--- src/rtl/inv_test_sequencer_if.sv ---
// Pin bundle between the inverter test sequencer and its surroundings.
interface inv_test_sequencer_if;
  logic [7:0] ui_in;
  logic [7:0] uio_in;
  logic [7:0] uio_out;
  logic [7:0] uio_oe;
  logic [7:0] uo_out;

  modport master (output ui_in, output uio_in, input uio_out, input uio_oe, input uo_out);
  modport slave  (input ui_in, input uio_in, output uio_out, output uio_oe, output uo_out);
endinterface

--- src/rtl/inv_test_sequencer.sv ---
// Drives LFSR stimulus into an external inverter, measures response latency per
// vector and reports error count, worst-case latency and pass/done status.
module inv_test_sequencer #(
  parameter int unsigned NUM_VEC = 32,
  parameter int unsigned TIMEOUT = 15,
  parameter logic [7:0]  SEED    = 8'hA5
) (
  input  logic                 clk,
  input  logic                 rst_n,
  input  logic                 ena,
  inv_test_sequencer_if.slave  bus
);

  localparam int unsigned CW = 5;
  localparam int unsigned VW = 8;
  localparam logic [CW-1:0] ERR_MAX = '1;
  localparam logic [CW-1:0] TO      = CW'(TIMEOUT);
  localparam logic [VW-1:0] LAST    = VW'(NUM_VEC - 1);

  typedef enum logic [2:0] {
    S_IDLE,
    S_LOAD,
    S_DRIVE,
    S_WAIT,
    S_NEXT,
    S_DONE
  } state_t;

  state_t          state;
  logic [7:0]      lfsr;
  logic [VW-1:0]   vec;
  logic [CW-1:0]   lat;
  logic [CW-1:0]   err;
  logic [CW-1:0]   maxlat;
  logic            drive;
  logic            busy;
  logic            done;
  logic            pass;
  logic            sync1;
  logic            obs;
  logic            start_q;
  logic            armed;
  logic            start_edge;
  logic            fb_c;
  logic            unused_bits;

  assign fb_c        = lfsr[7] ^ lfsr[5] ^ lfsr[4] ^ lfsr[3];
  assign unused_bits = ^{bus.ui_in[7:3], bus.uio_in};

  // Two-flop synchronizer for the asynchronous inverter response.
  always_ff @(posedge clk or negedge rst_n) begin
    if (!rst_n) begin
      sync1 <= 1'b0;
      obs   <= 1'b0;
    end else if (ena) begin
      sync1 <= bus.ui_in[1];
      obs   <= sync1;
    end
  end

  // Start edge only counts once a low level has been seen since reset.
  always_ff @(posedge clk or negedge rst_n) begin
    if (!rst_n) begin
      start_q    <= 1'b0;
      armed      <= 1'b0;
      start_edge <= 1'b0;
    end else if (ena) begin
      start_q    <= bus.ui_in[0];
      armed      <= armed | ~bus.ui_in[0];
      start_edge <= bus.ui_in[0] & ~start_q & armed;
    end
  end

  always_ff @(posedge clk or negedge rst_n) begin
    if (!rst_n) begin
      state  <= S_IDLE;
      lfsr   <= '0;
      vec    <= '0;
      lat    <= '0;
      err    <= '0;
      maxlat <= '0;
      drive  <= 1'b0;
      busy   <= 1'b0;
      done   <= 1'b0;
      pass   <= 1'b0;
    end else if (ena) begin
      case (state)
        S_IDLE, S_DONE: begin
          if (start_edge) begin
            state <= S_LOAD;
            busy  <= 1'b1;
            done  <= 1'b0;
            pass  <= 1'b0;
          end
        end
        S_LOAD: begin
          lfsr   <= SEED;
          vec    <= '0;
          err    <= '0;
          maxlat <= '0;
          state  <= S_DRIVE;
        end
        S_DRIVE: begin
          drive <= lfsr[0];
          lfsr  <= {lfsr[6:0], fb_c};
          lat   <= '0;
          state <= S_WAIT;
        end
        S_WAIT: begin
          if (obs == ~drive) begin
            if (lat > maxlat) maxlat <= lat;
            state <= S_NEXT;
          end else if (lat == TO) begin
            if (err != ERR_MAX) err <= err + CW'(1);
            if (TO > maxlat) maxlat <= TO;
            state <= S_NEXT;
          end else begin
            lat <= lat + CW'(1);
          end
        end
        S_NEXT: begin
          vec <= vec + VW'(1);
          if (vec == LAST) begin
            state <= S_DONE;
            busy  <= 1'b0;
            done  <= 1'b1;
            pass  <= (err == '0);
          end else begin
            state <= S_DRIVE;
          end
        end
        default: begin
          state <= S_IDLE;
          busy  <= 1'b0;
          done  <= 1'b0;
          pass  <= 1'b0;
        end
      endcase
    end
  end

  assign bus.uio_out = {7'b0, drive};
  assign bus.uio_oe  = 8'h01;
  assign bus.uo_out  = {busy, done, pass, (bus.ui_in[2] ? maxlat : err)};

endmodule

--- src/flat_wrapper.sv ---
// flat-port wrapper written by rule: the top's interface ports become plain ports
module inv_test_sequencer_flat 
#(
  parameter int unsigned NUM_VEC = 32,
  parameter int unsigned TIMEOUT = 15,
  parameter logic [7:0]  SEED    = 8'hA5
)
  (clk, rst_n, ena, bus_ui_in, bus_uio_in, bus_uio_out, bus_uio_oe, bus_uo_out);
  inv_test_sequencer_if bus_i ();
  input  logic clk;
  input  logic rst_n;
  input  logic ena;
  input wire logic [$bits(bus_i.ui_in)-1:0] bus_ui_in;
  input wire logic [$bits(bus_i.uio_in)-1:0] bus_uio_in;
  output wire logic [$bits(bus_i.uio_out)-1:0] bus_uio_out;
  output wire logic [$bits(bus_i.uio_oe)-1:0] bus_uio_oe;
  output wire logic [$bits(bus_i.uo_out)-1:0] bus_uo_out;
  assign bus_i.ui_in = bus_ui_in;
  assign bus_i.uio_in = bus_uio_in;
  assign bus_uio_out = bus_i.uio_out;
  assign bus_uio_oe = bus_i.uio_oe;
  assign bus_uo_out = bus_i.uo_out;
  inv_test_sequencer #(.NUM_VEC(NUM_VEC), .TIMEOUT(TIMEOUT), .SEED(SEED)) u_core (.clk(clk), .rst_n(rst_n), .ena(ena), .bus(bus_i));
endmodule
--- config.mk ---
export PLATFORM = sky130hd
export DESIGN_NAME = inv_test_sequencer_flat
export DESIGN_NICKNAME = d
export VERILOG_FILES = /design/src/rtl/inv_test_sequencer_if.sv /design/src/rtl/inv_test_sequencer.sv /design/src/flat_wrapper.sv
export SDC_FILE = /design/constraint.sdc
export NUM_CORES = 1
export LEC_CHECK = 0
export CAP_MARGIN = 40
export CORE_MARGIN = 5
export CORE_UTILIZATION = 46
export DETAILED_ROUTE_END_ITERATION = 6
export PLACE_DENSITY_LB_ADDON = 0.15
export SKIP_LAST_GASP = 1
export SYNTH_ARGS = -nofsm -noshare
export SYNTH_HDL_FRONTEND = slang
export SYNTH_SLANG_ARGS = --single-unit
--- constraint.sdc ---
create_clock -name clk -period 3.95 [get_ports clk]
set_input_delay 0.395 -clock clk [delete_from_list [all_inputs] [get_ports clk]]
set_output_delay 0.395 -clock clk [all_outputs]
set_load 0.1 [all_outputs]
* Yosys cells after proc, flatten, opt, wreduce, memory -nomap -nowiden
Index checks and enable logic that the tools add are counted.
** Cells by class
- $add $sub $neg :: 3
- Multiply operators :: 0
- Divide/modulo/power cells :: 0
- Order comparisons :: 2
- Equality and inequality tests :: 18
- Shift operators :: 0
- Multiplexer cells :: 28
- Bitwise logic cells :: 10
- Reduce and logical (&&, ||, !) cells :: 16
** Operators by type and width (number)
- 2-to-1 mux 5 bit :: 10
- one-hot mux 8 bit (2 select lines) :: 2
- one-hot mux 5 bit (2 select lines) :: 3
- one-hot mux 3 bit (5 select lines) :: 1
- 2-to-1 mux 3 bit :: 4
- adder 5 x 1 -> 5 bit, second input constant :: 2
- AND reduction 5 bit :: 2
- one-hot mux 1 bit (3 select lines) :: 3
- adder 8 x 1 -> 8 bit, second input constant :: 1
- == test 8 x 5 -> 1 bit, second input constant :: 1
- != test 2 x 1 -> 1 bit, second input constant :: 4
- AND reduction 4 bit :: 2
- nonzero test 2 bit :: 4
- == test 3 x 2 -> 1 bit, second input constant :: 2
- == test 3 bit, second input constant :: 2
- != test 3 x 1 -> 1 bit, second input constant :: 2
- AND reduction 2 bit :: 3
- == test 5 x 4 -> 1 bit, second input constant :: 1
- > comparator 4 x 5 -> 1 bit, first input constant :: 1
- > comparator 5 bit :: 1
- logical NOT 5 bit :: 1
- 2-to-1 mux 1 bit :: 5
- != test 5 bit, second input constant :: 1
- != test 2 bit, second input constant :: 2
- 11 further kinds :: 17
** Word-level totals
- Register bits after elaboration :: 43
- Bits in latches :: 0
- RAM bits :: 0
- Bits in read-only memories :: 0
- Input bits :: 19
- Output and inout bits :: 24
- Word-level logic and storage cells :: 92
- Memories kept :: 0

* Depth between registers and ports, before layout
- Depth after elaboration :: 5
- Mapped depth :: 8
- Mapped depth without buffers :: 8

* Least setup slack after synthesis
Ideal clock, no wire load.
- Path type :: input to output
- Start :: input bus_ui_in[2]
- End :: output bus_uo_out[0]
- Arrival time :: 2.670 ns
- Path slack :: 0.885 ns
- Cell stages on the path :: 2
- Buffers on the path :: 1
- Path through :: clkbuf_1 o21ai_0
** Between the ends
- Word-level cells in the longest chain between the ends :: 1
** RTL lines
- start: declaration :: line flat_wrapper.sv:13 : input wire logic [$bits(bus_i.ui_in)-1:0] bus_ui_in;
- 2-to-1 mux 5 bit :: line inv_test_sequencer.sv:144 : assign bus.uo_out = {busy, done, pass, (bus.ui_in[2] ? maxlat : err)};
- end: declaration :: line flat_wrapper.sv:17 : output wire logic [$bits(bus_i.uo_out)-1:0] bus_uo_out;
No other way between the ends.

* Worst setup path in the final report
- Start :: input bus_ui_in[2]
- End :: output bus_uo_out[3]
The elaborated chain is that of the path after synthesis.

==> run_results.csv <==
group,metric,value,unit
finish,design.final.nets,304,
clock_tree,post_cts.resized_instances,0,
synthesis,post_synth_instance_area,2460,sq um
place,port-buffer-count,14,
clock_tree,cts_sinks,43,
timing,final_setup_violations,0,
finish,layout_fillers,487,
clock_tree,cts.path.max_buffers,2,
clock_tree,numCtsBuffers,5,
setup_path,timing.critical_path.arrival,2.02,ns
synthesis,synth_async_reset_ratio,100,%
floorplanning,core_region_area,5140,sq um
floorplanning,standard_cell_row_count,26,
setup_path,cp-start-kind,"input pin",
grt,number_of_antenna_violations_at_the_first_check_in_global_routing,0,
routing,finalWirelength,4870,um
setup_path,crit-reg2reg-launch,"u_core.lat[0]$_DFFE_PN0P_",
routing,total_number_of_vias,1798,
synthesis,avgSynthCellArea,9.66,sq um
routing,ant_nets,0,
clock_tree,cts_tree,"done",
synthesis,synth.yosys.warnings,0,
floorplanning,io_pins,43,
timing,post-route-period-util,61.1,%
grt,grt_max_degree,38,
routing,post_drt_wl_per_cell,14.1,um
synthesis,synthDominantCellAreaShare,43.7,%
flow_run,max_capacitance_violation_total,0,
timing,min_period,2.42,ns
hold_path,worstHoldEndpoint,"u_core.armed$_DFFE_PN0P_",
setup_path,critical_path.endpoint_type,"output port",
place,dpl.hpwl,3580,um
setup_path,worst_setup_path_class,"in2out",
clock_tree,cts_hold_fix_bufs,1,
routing,remaining_drc_errors,0,
clock_tree,cts.root.buffer_cell,"clkbuf_8",
clock_tree,htree_num_levels,2,
finish,antennaDiodeCount,0,
timing,finalMaxSlewViolations,0,
synthesis,netlist-cell-type-count,48,
routing,route.detailed.vias_per_inst,5.21,
synthesis,synth_largest_area_cell,"dfrtp_1",
timing,timing.setup.tns,0,ns
floorplanning,die_w,83.2,um
timing,achievable-frequency,0.414,GHz
clock_tree,worst_skew_pair.late_latency,0.29,ns
finish,postLayoutCoreUtil,55.0,%
synthesis,syn-instance-count,255,
routing,routed-wl-met3,177,um
run_status,outcome,"completed",
setup_path,setup.reg_to_reg.worst_slack,1.75,ns
setup_path,r2r_end,"u_core.lat[3]$_DFFE_PN0P_",
power_and_ir_drop,ir_drop,0.000481,V
synthesis,synth_area_leaders,"dfrtp_1 (44%), buf_4 (5.8%), ha_1 (5.6%)",
power_and_ir_drop,power-per-cell-area,632,nW/um^2
finish,area_growth,14.7,%
timing,rsz0062_at_grt,"no",
setup_path,worstRegToRegCells,7,
clock_tree,clock_transition_time_at_the_flip_flop_clock_pins_of_the_worst_setup_and_hold_paths,0.07,ns
grt,globalRouteTotalUtil,15.1,%
finish,post_route_cells_drive_above_1_share,11.3,%
floorplanning,floorplan.initialDensity,47.9,%
power_and_ir_drop,totalPowerFinal,1.79,mW
power_and_ir_drop,power.static_leakage,1.27,nW
routing,drt_iter0_drc,66,
routing,drt_pass1_iterations,4,
routing,wl_met2,2210,um
hold_path,worst_min_path_start,"u_core.armed$_DFFE_PN0P_",
floorplanning,die-area,6920,sq um
hold_path,holdPathStages,1,
clock_tree,cts_post_setup_buffers_inserted,0,
setup_path,timing.critical_path.from,"bus_ui_in[2]",
place,place.gp.congestion,0.846,
timing,max_slew.worst_pin.slew,0.591,ns
routing,wire_length_on_met1,2420,um
grt,grt_pass1_vias,1767,
timing,timing_hold_violations_final,0,
setup_path,crit_fanout,7,
grt,grt_remaining_overflow,0,
synthesis,ys_ff_latch,43,
setup_path,timing.critical_path.required,3.56,ns
synthesis,synth_flop_cell,"dfrtp_1",
routing,route.top_layer_used,"met4",
floorplanning,floorplan.die.height,83.2,um
synthesis,post_synth_edffs,0,
timing,final.setup_skew,0.00438,ns
timing,slew_headroom,60.5,%
synthesis,post_synthesis_sequential_area_ratio,43.7,%
grt,first_pass_grt_wire_length,8670,um
hold_path,hold_path.class,"reg2reg",
-- per-layer routing --
metal,up-vias,track usage (%)
met5,-,0
met4,0,4.46
met3,9,3.17
met2,36,23.6
met1,856,20.9
li1,897,-
-- layout by cell type, fill, tap and decap left out, types with 2 or more instances in the layout --
cell and instances:
mux2_2 6, o21ai_1 5, conb_1 15, nor2_1 18
o2bb2ai_1 5, clkdlybuf4s50_1 13, xor2_1 8, o21ai_0 12
o211ai_1 2, buf_8 9, nand2_1 28, a22o_1 6
dfrtp_1 43, nand3_1 8, a21o_1 4, o22a_1 3
and3_1 5, nor3b_1 3, xnor2_1 6, nand2b_1 5
ha_1 11, mux2i_1 2, a21oi_1 7, clkbuf_8 7
nand3_2 2, inv_1 13, nand4_1 3, a31oi_1 2
o31ai_1 2
-- layout make-up --
class	count	area, sq um	area share, %
well taps	70	87.6	3.10
clock buffers	8	100	3.54
multi-input cells	186	1210	42.9
inverters	13	48.8	1.73
repair buffers	25	300	10.6
flip-flops and latches	43	1080	38.1
-- stage by stage --
step | area [sq um] | std cells | hold slack, ns | setup slack (ns)
after global placement | 2560 | 326 | 0.440 | 1.24
after CTS | 2830 | 345 | 0.464 | 1.53
after global routing | 2830 | 345 | 0.497 | 1.50
after floorplan | 2510 | 268 | 0.0994 | 0.885
after detailed placement | 2720 | 336 | 0.248 | 1.48
final | 2830 | 345 | 0.459 | 1.53
-- report_power, final --
part	internal (mW)	switching, mW	total, mW
Sequential	0.541	0.136	0.677
Combinational	0.303	0.502	0.805
Clock	0.160	0.143	0.303
-- registers in the layout (all words and copies together), names as in the netlist --
register           count
u_core.lfsr            8
u_core.vec             8
u_core.err             5
u_core.lat             5
u_core.maxlat          5
u_core.state           3
u_core.armed           1
u_core.busy            1
u_core.done            1
u_core.drive           1
u_core.obs             1
u_core.pass            1
u_core.start_edge      1
u_core.start_q         1
u_core.sync1           1
-- critical path, stage by stage --
cell and delay [ns]:
clkdlybuf4s50_1 0.60, mux2_2 0.36, clkdlybuf4s50_1 0.46, buf_8 0.19
-- synthesized netlist by cell type (2+ instances only) --
library cell	count
o31ai_1	2
buf_4	19
nor2_1	18
dfrtp_1	43
o22a_1	3
nand3_1	8
xor2_1	8
nor3b_1	3
o2bb2ai_1	5
clkbuf_1	3
a22o_1	6
nand2b_1	5
a31oi_1	2
nand4_1	3
inv_1	13
buf_2	3
o211ai_1	2
xnor2_1	6
nand2_1	28
mux2i_1	2
a21o_1	4
o21ai_1	5
o21ai_0	12
ha_1	11
nand3_2	2
a21oi_1	7
conb_1	2
mux2_2	6
and3_1	5
-- how the worst max path moves through the flow --
stage,to,slack [ns],cells after the start
floorplan,bus_uo_out[0],0.88,2
global placement,bus_uo_out[4],1.24,3
detailed placement,u_core.maxlat[1]$_DFFE_PN0P_,1.48,6
CTS,bus_uo_out[3],1.53,4
global route,bus_uo_out[3],1.50,4
finish,bus_uo_out[3],1.53,4
-- logic make-up after synthesis --
group | after synthesis | synth area share [%]
compound gates | 54 | 14.9
xor+xnor | 14 | 4.98
fa+ha+maj | 11 | 5.59
buf+inv | 39 | 9.04
flops | 43 | 43.7
mux | 9 | 4.16
other cells | 2 | 0.305
simple gates | 83 | 17.3
No activity file was read; power rests on OpenSTA's default activity.
